--- config.mk ---
export PLATFORM = sky130hd
export DESIGN_NAME = vga_timing_gen
export DESIGN_NICKNAME = d
export VERILOG_FILES = /design/src/rtl/vga_timing_gen.sv
export SDC_FILE = /design/constraint.sdc
export NUM_CORES = 1
export LEC_CHECK = 0
export ABC_AREA = 0
export ABC_CLOCK_PERIOD_IN_PS = 2100
export CORE_MARGIN = 5
export CORE_UTILIZATION = 43
export DETAILED_ROUTE_END_ITERATION = 6
export MAX_ROUTING_LAYER = met4
export PLACE_DENSITY_LB_ADDON = 0.08
export SLEW_MARGIN = 20
export SYNTH_ARGS = -nofsm -noshare
export SYNTH_HDL_FRONTEND = slang
export SYNTH_SLANG_ARGS = --single-unit
--- constraint.sdc ---
create_clock -name vga_clk -period 2.1 [get_ports vga_clk]
set_input_delay 0.42 -clock vga_clk [delete_from_list [all_inputs] [get_ports vga_clk]]
set_output_delay 0.42 -clock vga_clk [all_outputs]
set_load 0.1 [all_outputs]
--- src/rtl/vga_timing_gen.sv ---
// 640x480@60 Hz pixel timing generator.
// Produces the scan coordinates DrawX/DrawY and the active-video flag blank
// with zero latency. It also produces line_start/frame_start strobes, and
// active-low hs/vs that are delayed SYNC_DELAY clocks so they line up with
// registered RGB.
// A single IDLE cycle after reset holds the counters at (0,0). After that the
// block free-runs in RUN until the next reset.
// Parameter limits: each total must fit the 10-bit counters (<= 1024), and
// SYNC_DELAY must be in the range 0..4.
module vga_timing_gen #(
    parameter int H_ACTIVE   = 640,
    parameter int H_FP       = 16,
    parameter int H_SYNC     = 96,
    parameter int H_BP       = 48,
    parameter int V_ACTIVE   = 480,
    parameter int V_FP       = 10,
    parameter int V_SYNC     = 2,
    parameter int V_BP       = 33,
    parameter int SYNC_DELAY = 2
) (
    input  logic       vga_clk,
    input  logic       reset_n,
    output logic [9:0] DrawX,
    output logic [9:0] DrawY,
    output logic       blank,
    output logic       hs,
    output logic       vs,
    output logic       frame_start,
    output logic       line_start
);

    localparam int H_TOTAL = H_ACTIVE + H_FP + H_SYNC + H_BP;
    localparam int V_TOTAL = V_ACTIVE + V_FP + V_SYNC + V_BP;

    localparam logic [9:0] H_LAST   = 10'(H_TOTAL - 1);
    localparam logic [9:0] V_LAST   = 10'(V_TOTAL - 1);
    localparam logic [9:0] H_VIS    = 10'(H_ACTIVE);
    localparam logic [9:0] V_VIS    = 10'(V_ACTIVE);
    localparam logic [9:0] HS_START = 10'(H_ACTIVE + H_FP);
    localparam logic [9:0] HS_END   = 10'(H_ACTIVE + H_FP + H_SYNC);
    localparam logic [9:0] VS_START = 10'(V_ACTIVE + V_FP);
    localparam logic [9:0] VS_END   = 10'(V_ACTIVE + V_FP + V_SYNC);

    typedef enum logic {
        IDLE = 1'b0,
        RUN  = 1'b1
    } state_t;

    state_t     state_q, state_d;
    logic [9:0] hc_q, hc_d;
    logic [9:0] vc_q, vc_d;
    logic       run;
    logic       hs_raw;
    logic       vs_raw;

    // Next-state and counter advance: IDLE only arms RUN; RUN scans the frame.
    always_comb begin
        state_d = state_q;
        hc_d    = hc_q;
        vc_d    = vc_q;
        unique case (state_q)
            IDLE: begin
                state_d = RUN;
            end
            RUN: begin
                if (hc_q == H_LAST) begin
                    hc_d = 10'd0;
                    vc_d = (vc_q == V_LAST) ? 10'd0 : vc_q + 10'd1;
                end else begin
                    hc_d = hc_q + 10'd1;
                end
            end
            default: begin
                state_d = IDLE;
            end
        endcase
    end

    // State and counter registers, asynchronously cleared.
    always_ff @(posedge vga_clk or negedge reset_n) begin
        if (!reset_n) begin
            state_q <= IDLE;
            hc_q    <= 10'd0;
            vc_q    <= 10'd0;
        end else begin
            state_q <= state_d;
            hc_q    <= hc_d;
            vc_q    <= vc_d;
        end
    end

    // Zero-latency decodes from the counters, gated off while idle.
    always_comb begin
        run         = (state_q == RUN);
        blank       = run && (hc_q < H_VIS) && (vc_q < V_VIS);
        line_start  = run && (hc_q == 10'd0);
        frame_start = run && (hc_q == 10'd0) && (vc_q == 10'd0);
        hs_raw      = !(run && (hc_q >= HS_START) && (hc_q < HS_END));
        vs_raw      = !(run && (vc_q >= VS_START) && (vc_q < VS_END));
    end

    assign DrawX = hc_q;
    assign DrawY = vc_q;

    generate
        if (SYNC_DELAY == 0) begin : g_no_delay
            assign hs = hs_raw;
            assign vs = vs_raw;
        end else begin : g_delay
            logic [SYNC_DELAY-1:0] hs_pipe_q, hs_pipe_d;
            logic [SYNC_DELAY-1:0] vs_pipe_q, vs_pipe_d;

            // Shift the raw syncs one stage per clock.
            always_comb begin
                hs_pipe_d    = hs_pipe_q;
                vs_pipe_d    = vs_pipe_q;
                hs_pipe_d[0] = hs_raw;
                vs_pipe_d[0] = vs_raw;
                for (int i = 1; i < SYNC_DELAY; i++) begin
                    hs_pipe_d[i] = hs_pipe_q[i-1];
                    vs_pipe_d[i] = vs_pipe_q[i-1];
                end
            end

            // Pipeline stages reset to the inactive level, so no partial
            // pulse survives a reset.
            always_ff @(posedge vga_clk or negedge reset_n) begin
                if (!reset_n) begin
                    hs_pipe_q <= '1;
                    vs_pipe_q <= '1;
                end else begin
                    hs_pipe_q <= hs_pipe_d;
                    vs_pipe_q <= vs_pipe_d;
                end
            end

            assign hs = hs_pipe_q[SYNC_DELAY-1];
            assign vs = vs_pipe_q[SYNC_DELAY-1];
        end
    endgenerate

endmodule

==> impl_metrics.ini, run 1 <==
[synthesis]
syn_area_per_cell_um2 = 10.1
ys_seq_area_share_pct = 48.1
synthArstFlopShare_pct = 100
synth_common_cells = dfrtp_1 (21), nand2_1 (10), nand3_1 (9)
synthTopCellsByArea = dfrtp_1 (40%), dfstp_2 (8.0%), xor2_1 (4.0%)
syn-cell-area_um2 = 1310
synthDistinctLibCells = 41
syn_inst = 130
synth_top_area_share_pct = 40.1
ys_warn_count = 0
synth_edf_count = 0
yosysTopAreaCell = dfrtp_1
synth_flop_cell = dfrtp_1
synth.most_common_cell = dfrtp_1
synth_seq_cells = 25
synth_fp_nets = 136

[setup_path]
cp_max_fo = 2
required_ns = 1.68
crit_top_cell = and4_4
critical_path.startpoint_type = flop
cpMaxStageDelayCell = dfrtp_4
cpPeakStageDelay_ns = 0.52
cp_cell_sequence = nor4b_4 > and4_4 > and4_4 > buf_12
r2r_slack_ns = 0.28
regToRegStartpoint = DrawY[0]
critPathCaptureType = output port
ff2ff_path_depth = 8
cp.arrival_ns = 1.70
r2r-end = DrawY[9]
crit_type = flop to output port

[floorplan]
num_rows = 20
start_util_pct = 44.0
coreArea_um2 = 2980
ioPinCount = 27
die_h_um = 65.2
dieWidth_um = 65.2
die_area_um2 = 4250

[layout]
num-nets-final = 170
area_growth_pct = 30.5
layout.cells.non_filler = 196
drive_gt1_share_pct = 39.9
diodes = 0
stdcell_area_um2 = 1710
fin_util_pct = 57.5

[grt]
grt_first_pass_wirelength_mm = 5.02
grt_use_met1_pct = 21.4
grt_use_total_pct = 15.5
use_met2_pct = 23.3
antenna_found_initial = 0
grtUsageMet3_pct = 2.39
gr-total-overflow = 0
grt_max_degree = 26
grt_pass1_vias = 1054
top_usage_layer = met2

[placement]
dpl_worst_slack_ns = 0.229
dp_hpwl_mm = 2.17
gp_congestion = 0.921
dp_cells = 186
post_dp_cell_area_um2 = 1610
port_buffers = 26

[worst_hold_path]
holdPathStages = 0
min_from = g_delay.vs_pipe_q[0]
hold_path_class = flop to flop
min_to = g_delay.vs_pipe_q[1]

[timing]
fin_crit_sh_pct = 101
report.final.slew_viol_count = 0
rsz0062_at_grt = true
setup_slack_ns = -0.0183
whs_ns = 0.366
final.setup.tns_ns = -0.0183
max_freq_ghz = 0.472
post-route-min-period_ns = 2.12
setup_violations = 1
fin_skew_ns = 0.00178
hold_viol = 0

[drt]
drtIter0Drc = 22
drcViolationCount = 0
routed_wl_mm = 3.00
dr.pass1.iters = 4
wl_per_cell_um = 15.3
viasPerCell = 5.68
vias = 1113
antenna_left = 0

[pwr]
power.density_nw_per_um2 = 894
power_mw = 1.53
peakVddDrop_mv = 0.885
p_leak_nw = 0.764

[status]
status = complete, but fails checks
violations = negative setup slack

[job]
cap_viol_max_count = 0

[clocking]
h-tree-depth = 1
cts_root_buffer = clkbuf_4
clkSinkCount = 25
clk_latency_ns = 0.32
numCtsBuffers = 3
path_clk_slew_ns = 0.13
cts_tree = yes
ctsLongestPathBuffers = 2
cts_hold_buf = 0
## where the power goes
group	internal (mW)	switching [mW]
clock	0.0743	0.142
combinational	0.173	0.511
sequential	0.547	0.0829
total	0.794	0.736
## sequential cells by signal, summed over array words and instances (netlist names)
name and cells:
DrawY 10, run 1, DrawX 10, g_delay.hs_pipe_q 2, g_delay.vs_pipe_q 2
## cells by family (layout without fill, tap and decap cells)
kind of cell,count (synthesis),in the layout,synth area share (%)
other,1,1,0.286
DFF,25,25,48.1
xor gates and xnor gates,10,10,6.68
adders and majority gates,4,4,3.82
and+or+nand+nor,55,55,25.4
buffers and inverters,14,47,4.77
muxes,1,1,0.763
AOI/OAI and AO/OA,20,20,10.2
## critical path: cells and delay by family, from the launching register on
kind	cells	cell delay, ns
simple gates	3	0.68
flops	1	0.52
buf+inv	1	0.17
## final cells by class
cell class              instances  area, um2
inverters                       8       30.0
multi-input cells              91        659
repair buffers                 35        303
clock buffers                   4       26.3
well taps                      33       41.3
flip-flops and latches         25        652
fillers                       261       1270
## metal layers
layer  wire length (um)  part of all wire [%]  vias to the layer above
li1                   -                     -                      537
met1               1460                    49                      546
met2               1360                    45                       25
met3                122                   4.1                        5
met4                 45                   1.5                        0
met5                  0                     0                        -
## worst max path at each step
stage / slack [ns] / cells past startpoint / start / to
final: -0.02 / 4 / DrawX[2] / frame_start
after floorplan: -0.23 / 4 / DrawX[2] / frame_start
after CTS: -0.05 / 4 / DrawX[2] / frame_start
after detailed placement: 0.23 / 5 / DrawY[0] / frame_start
after global placement: 0.27 / 4 / DrawX[4] / frame_start
after global routing: -0.10 / 5 / DrawY[0] / frame_start
## layout by cell type (no fill, tap or decap), drive strengths merged, types with 6 or more instances in the layout
cell type,instances
nand3,10
nor2,7
dfrtp,21
nand4,7
o21ai,8
buf,34
nand2,10
xor2,6
inv,8
## repair_timing
item / CTS / global route
gates resized for setup: 2 / 2
pin swaps: 1 / 1
hold endpoints to repair: 0 / 0
setup endpoints to repair: 1 / 1
setup buffers: 4 / 2
Power figures use the tool's default switching activity.
==> run 2: changes to the inputs <==
Settings changed: CTS_CLUSTER_DIAMETER set to 150, DONT_BUFFER_PORTS set to 1.
==> run 2 against run 1 <==
Net effect:
- the run still ends with negative setup slack left
- via count shrank 3.0%
- cell area down 2.6%
- hold slack got worse by 0.30 ns
- first-iteration DRC count grew 64%
- critical path type unchanged
==> impl_metrics.ini, run 2 (same netlist as run 1, synthesis figures left out) <==
[status]
status = complete, but fails checks
violations = negative setup slack

[floorplan]
die_area_um2 = 4250
coreArea_um2 = 2980
dieWidth_um = 65.2
num_rows = 20
ioPinCount = 27
start_util_pct = 44.0
die_h_um = 65.2

[layout]
fin_util_pct = 56.0
n_fill_cell = 261
drive_gt1_share_pct = 40.9
layout_common_cells = buf_4 (29), dfrtp_2 (11), nand2_1 (10)
stdcell_area_um2 = 1670
layout_commonest_cell = buf_4
area_growth_pct = 27.2
num-nets-final = 166
diodes = 0

[placement]
post_dp_cell_area_um2 = 1550
port_buffers = 0
dp_hpwl_mm = 2.21
gp_congestion = 0.874

[drt]
wl_per_cell_um = 16.4
drcViolationCount = 0
routed_wl_mm = 3.16
viasPerCell = 5.63
antenna_left = 0
vias = 1080
drtIter0Drc = 36
dr.pass1.iters = 4

[timing]
report.final.slew_viol_count = 0
rsz0062_at_grt = true
setup_slack_ns = -0.0205
fin_crit_sh_pct = 101
worst_pin_slew_ns = 0.542
fin_skew_ns = 0.00504
relSlewSlack_pct = 63.9
hold_viol = 0
whs_ns = 0.0647
post-route-min-period_ns = 2.12
max_freq_ghz = 0.472
setup_violations = 1
final.setup.tns_ns = -0.0205

[grt]
gr-total-overflow = 0
grt_pass1_vias = 1044
grt_max_degree = 26
antenna_found_initial = 0
grt_first_pass_wirelength_mm = 5.24
grt_use_total_pct = 16.1

[clocking]
h-tree-depth = 1
cts_root_buffer = clkbuf_4
path_clk_slew_ns = 0.14
ctsLongestPathBuffers = 2
cts_tree = yes
numCtsBuffers = 3
clk_latency_ns = 0.31
clkSinkCount = 25

[setup_path]
cp.arrival_ns = 1.70
cp_cell_sequence = nor4b_4 > and4_4 > and4_4 > buf_12
cpMaxStageDelayCell = dfrtp_4
cpPeakStageDelay_ns = 0.52
regToRegStartpoint = DrawY[4]
crit_type = flop to output port
cp_top_family = simple AND/OR/NAND/NOR gates
critical_path.startpoint_type = flop
critPathCaptureType = output port
ff2ff_path_depth = 5
required_ns = 1.68
r2r_slack_ns = 0.40
r2r-end = DrawY[9]
crit_top_cell = and4_4
path_buf_inv = 1
cp_max_fo = 2

[pwr]
p_leak_nw = 0.740
power.density_nw_per_um2 = 918
peakVddDrop_mv = 0.610

[job]
cap_viol_max_count = 0

[worst_hold_path]
hold_path_class = input pin to asynchronous set/reset pin
==> run 2: cell types whose count changed in the layout (fill, tap and decap cells not counted), moves of 2 or more <==
cell,delta
inv_2,+2
inv_1,-2
buf_12,-2
buf_4,-2
==> run 2: area by class of cell <==
class	count	area (um2)	area share (%)
repair buffers	31	243	14.6
flip-flops and latches	25	652	39.1
multi-input cells	91	676	40.5
inverters	8	30.0	1.80
well taps	33	41.3	2.48
clock buffers	4	26.3	1.58
==> run 2: repair_timing <==
action | 4_1_cts | 5_1_grt
gates resized for setup | 2 | 7
hold buffers | 1 | 0
endpoints found under the hold margin | 25 | 0
gates cloned | 0 | 0
setup endpoints to repair | 2 | 2
buffers inserted | 5 | 1
pin swaps | 0 | 2
==> run 2: worst max-delay path by stage <==
stage	startpoint	slack, ns	depth (start not counted)	endpoint
detailed placement	DrawX[4]	0.27	4	frame_start
finish	DrawX[2]	-0.02	4	frame_start
global route	DrawX[2]	-0.09	4	frame_start
global placement	DrawY[0]	0.28	6	frame_start
CTS	DrawX[2]	-0.04	4	frame_start
floorplan	DrawX[2]	-0.23	4	frame_start
==> run 2: routing by layer <==
metal,up-vias,global-route usage (%),share of wire [%]
li1,531,-,-
met1,520,23.8,50
met2,27,23.3,44
met3,2,2.22,5.4
met4,0,3.89,0.47
met5,-,-,0
==> run 2: metrics by stage <==
stage / setup WS [ns] / power, mW / std cells
final: -0.0205 / 1.53 / 192
after global routing: -0.0910 / 1.60 / 192
after CTS: -0.0380 / 1.52 / 191
after detailed placement: 0.266 / 1.27 / 181
after global placement: 0.284 / 1.26 / 181
after floorplan: -0.234 / 1.18 / 130
==> run 2: power by group <==
group / switching (mW) / internal (mW) / total [mW]
logic: 0.531 / 0.169 / 0.700
clock network: 0.144 / 0.0741 / 0.218
registers: 0.0659 / 0.547 / 0.613
total: 0.741 / 0.790 / 1.53
==> patch 1, RTL diff (settings of run 1) <==
Put a register stage on the output `hs`, cleared by the reset. The value now appears one clock later. The other outputs are not delayed to match.
--- a/src/rtl/vga_timing_gen.sv
+++ b/src/rtl/vga_timing_gen.sv
@@ -46,4 +46,6 @@
         RUN  = 1'b1
     } state_t;
+
+    logic hs_d;
 
     state_t     state_q, state_d;
@@ -105,5 +107,5 @@
     generate
         if (SYNC_DELAY == 0) begin : g_no_delay
-            assign hs = hs_raw;
+            assign hs_d = hs_raw;
             assign vs = vs_raw;
         end else begin : g_delay
@@ -135,9 +137,17 @@
             end
 
-            assign hs = hs_pipe_q[SYNC_DELAY-1];
+            assign hs_d = hs_pipe_q[SYNC_DELAY-1];
             assign vs = vs_pipe_q[SYNC_DELAY-1];
         end
     endgenerate
 
+    always_ff @(posedge vga_clk or negedge reset_n) begin
+        if (!reset_n) begin
+            hs <= '0;
+        end else begin
+            hs <= hs_d;
+        end
+    end
+
 endmodule
 
Behaviour: not the same (Yosys sat finds a counterexample within 4 cycles, from zero or initial values and one cycle with reset_n low).
==> patch 1 against run 1 <==
The flow still finishes with violations (negative setup slack); sequential cell count grew 1; die area is 1.6% higher; cell area rose by 4.6%; wire length increased by 7.3%; combinational power up 5.6%; synthesized area is 1.9% higher; final cell count is 8.2% higher; clock skew grew 0.0037 ns; first-iteration DRC count rose to 3.6 times the old value; count of clock-buffer cells in the layout unchanged; worst setup slack improved by 0.0011 ns; total power is 6.0% higher; non-clock buffer count rose by 4.
==> patch 1: results (changes against run 1) <==
GRT
  – Pin count of the biggest net entering global routing: 27 (+3.8%)
  – Vias in the first global route: 1193 (+13%)
  – GRT Util Overall: 0.1704 (+0.01512)
  – First-pass GRT wire length: 5595 um (+12%)

Route
  – First DRT Iteration DRCs: 80 (+260%)
  – WL per Instance: 15.16 um (-0.82%)
  – Routed vias/inst: 5.500 (-3.1%)
  – Wirelength, routed: 3214 um (+7.3%)

Outcome
  – Failing checks: negative setup slack
  – Status: complete, but fails checks

Cells and area
  – Final-layout fill cell count: 263 (+0.77%)
  – Layout cell share with drive strength beyond 1: 0.4286 (+0.02980)
  – Fin nets: 175 (+2.9%)

Timing
  – Final setup TNS: -0.01718 ns (+0.001116 ns)
  – Final worst setup slack: -0.01718 ns (+0.001116 ns)
  – Endpoints failing setup: 1 (unchanged)

Power and ir drop
  – Leak Pwr: 0.0007958 uW (+4.2%)
  – Clk power: 265 uW (+22%)
  – P_seq: 634 uW (+0.6%)
  – Clock network power share: 0.164 (+0.023)
  – Peak VDD IR: 0.8377 mV (-5.4%)
  – Switching share of power: 0.4706 (-0.01067)

Synthesis
  – Syn Area/Cell: 10.20 um^2 (+1.1%)
  – Synthesized net count: 137 (+0.74%)
  – Sequential fraction of the synthesis area: 0.4906 (+0.009721)
  – Synth area leaders: dfrtp_1 (41%), dfstp_2 (7.9%), xor2_1 (3.9%)

Critical path
  – Setup slack, reg-to-reg: 0.34 ns (+0.06 ns)
  – Reg2reg end: DrawY[8]
  – Reg2Reg Depth: 5 (-3)
  – Crit Reg-Reg Startpoint: DrawX[6]

Placed design
  – DP HPWL: 2263 um (+4.2%)
  – Placed cell count: 198 (+6.5%)
  – Placed cell areas: 1650 um^2 (+2.4%)

Clock network
  – CTS clk-pin slew, worst paths: 0.15 ns (+0.02 ns)
## patch 1: per-layer routing
metal	vias up	track usage	part of all wire
met5	-	-	0
met4	0	0.05181	0.0065
met3	4	0.02222	0.067
met2	44	0.2591	0.48
met1	572	0.2366	0.45
li1	546	-	-
## patch 1: what timing repair did
action	CTS	global route
gates resized for setup	5	1
setup buffers	9	1
pin swaps	2	0
endpoints found under the setup margin	1	1
## patch 1: layout make-up
type | count | share of cell area
flip-flops and latches | 26 | 0.3781
repair buffers | 39 | 0.1859
clock buffers | 4 | 0.02027
multi-input cells | 91 | 0.3683
inverters | 8 | 0.01677
well taps | 44 | 0.03075
## patch 1: cell families after synthesis
| kind of cell | synth area share |
|---|---|
| AO/OA/AOI/OAI | 0.1002 |
| flip-flops | 0.4906 |
| XOR/XNOR | 0.06554 |
| adder cells (fa/ha/maj) | 0.03745 |
| multiplexers | 0.007491 |
| other | 0.002806 |
| AND/OR/NAND/NOR | 0.2491 |
| buffers and inverters | 0.04680 |
==> patch 2, RTL diff (settings of run 1) <==
Without the edit above. Change the parameter `SYNC_DELAY` from 2 to 1.
--- a/src/rtl/vga_timing_gen.sv
+++ b/src/rtl/vga_timing_gen.sv
@@ -17,5 +17,5 @@
     parameter int V_SYNC     = 2,
     parameter int V_BP       = 33,
-    parameter int SYNC_DELAY = 2
+    parameter int SYNC_DELAY = 1
 ) (
     input  logic       vga_clk,
Formal check against the unedited RTL: no difference found for any inputs over 10 cycles, from zero or initial values and one cycle with reset_n low; that may be too few to reach the edited logic, so the function may still have changed.
==> patch 2 against run 1 <==
Die area down 6.2%; critical endpoint unchanged; sequential cell count shrank 2; cell area down 5.0%; combinational power down 5.4%; worst setup slack worse by 0.074 ns; clock skew increased by 0.0029 ns; global-route usage rose by 0.43 points; the run still ends with negative setup slack left; wire length down 4.3%; total power is 4.3% lower; sequential share of layout area fell by 0.90 points; synthesized area fell by 7.3%.
==> patch 2: results (changes against run 1) <==
Outcome
  – Status: complete, but fails checks
  – Failing checks: negative setup slack

Synthesis
  – Post-Synthesis Cells: 123 (-5.4%)
  – Post-Synth XOR/XNOR Area: 0.07209 (+0.005297)
  – Sequential fraction of the synthesis area: 0.4758 (-0.005118)
  – Post-synth top cells: dfrtp_1 (21), nand2_1 (12), o21ai_0 (7), xnor2_1 (7)
  – Synthesized net count: 129 (-5.1%)
  – Synth area leaders: dfrtp_1 (43%), xnor2_1 (5.0%), dfstp_2 (4.3%)

Timing
  – Final worst setup slack: -0.09253 ns (-0.07424 ns)
  – Endpoints failing setup: 2 (+1)
  – Final setup TNS: -0.1129 ns (-0.09463 ns)

Placed design
  – GPL Wtd Cong: 0.8323 (-9.6%)
  – Pre-CTS WS: 0.1783 ns (-0.05035 ns)

Route
  – Wire length on met3: 132 um (+8.2%)
  – WL per Instance: 15.16 um (-0.80%)
  – Met1 wire length: 1435 um (-2.0%)
  – WL met2: 1237 um (-9.2%)
  – Routed vias/inst: 5.497 (-3.2%)
  – Wirelength, routed: 2866 um (-4.3%)

Min path
  – Path category of the worst min-delay check: input pin to asynchronous set/reset pin

Floorplanning
  – Die width: 63.16 um (-3.2%)

Critical path
  – Reg2Reg Depth: 7 (-1)
  – Data arrival time of the worst path: 1.77 ns (+0.07 ns)

Power and ir drop
  – Leak Pwr: 0.0007135 uW (-6.5%)
  – Cell Pwr Density: 901.4 nW/um^2 (+0.82%)
  – P_seq: 602 uW (-4.4%)
  – Switching share of power: 0.4948 (+0.01355)

GRT
  – Met2 Usage GRT: 0.2205 (-0.01210)
  – GRT Util Overall: 0.1596 (+0.004337)
  – Pin count of the biggest net entering global routing: 24 (-7.7%)

Cells and area
  – Area delta synth->final: 33.78%
  – Area of the multi-input gates: 626.9 um^2 (-4.9%)
  – Final-layout fill cell count: 233 (-11%)
  – Inverters, non-clock: 6 (-2)
  – Non-clock buffers, area share: 0.1886 (+0.01171)
  – Fin nets: 165 (-2.9%)
  – Final clock-cell share: 0.01617 (+0.0008154)
  – Sequential share of cell area: 0.3718 (-0.009024)
[patch 2: cell types whose count changed in the layout (fill, tap and decap cells not counted), moves of 3 or more]
cell | before | now
o21ai_1 | 0 | 3
xnor2_1 | 4 | 7
nand3_1 | 9 | 6
nand4_1 | 7 | 4
and3_1 | 1 | 4
xor2_1 | 6 | 3
o211ai_1 | 4 | 0
and4_1 | 0 | 3
[patch 2: cell families (layout without fill, tap and decap cells)]
family | Yosys count | after routing
and+or+nand+nor | 55 | 55
adders and majority gates | 4 | 4
other | 1 | 1
DFF | 23 | 23
buffers and inverters | 10 | 45
AOI/OAI and AO/OA | 20 | 20
xor gates and xnor gates | 10 | 10
[patch 2: final timing paths]
check / startpoint / end / slack [ns]
min in group vga_clk: DrawX[6] / DrawX[6] / 0.54
setup / recovery: DrawX[8] / frame_start / -0.09
hold / removal: reset_n / DrawY[8] / 0.43
hold reg to reg: DrawX[6] / DrawX[6] / 0.54
max in group asynchronous: reset_n / vs / 1.39
setup reg to reg: DrawY[1] / DrawY[3] / 0.32
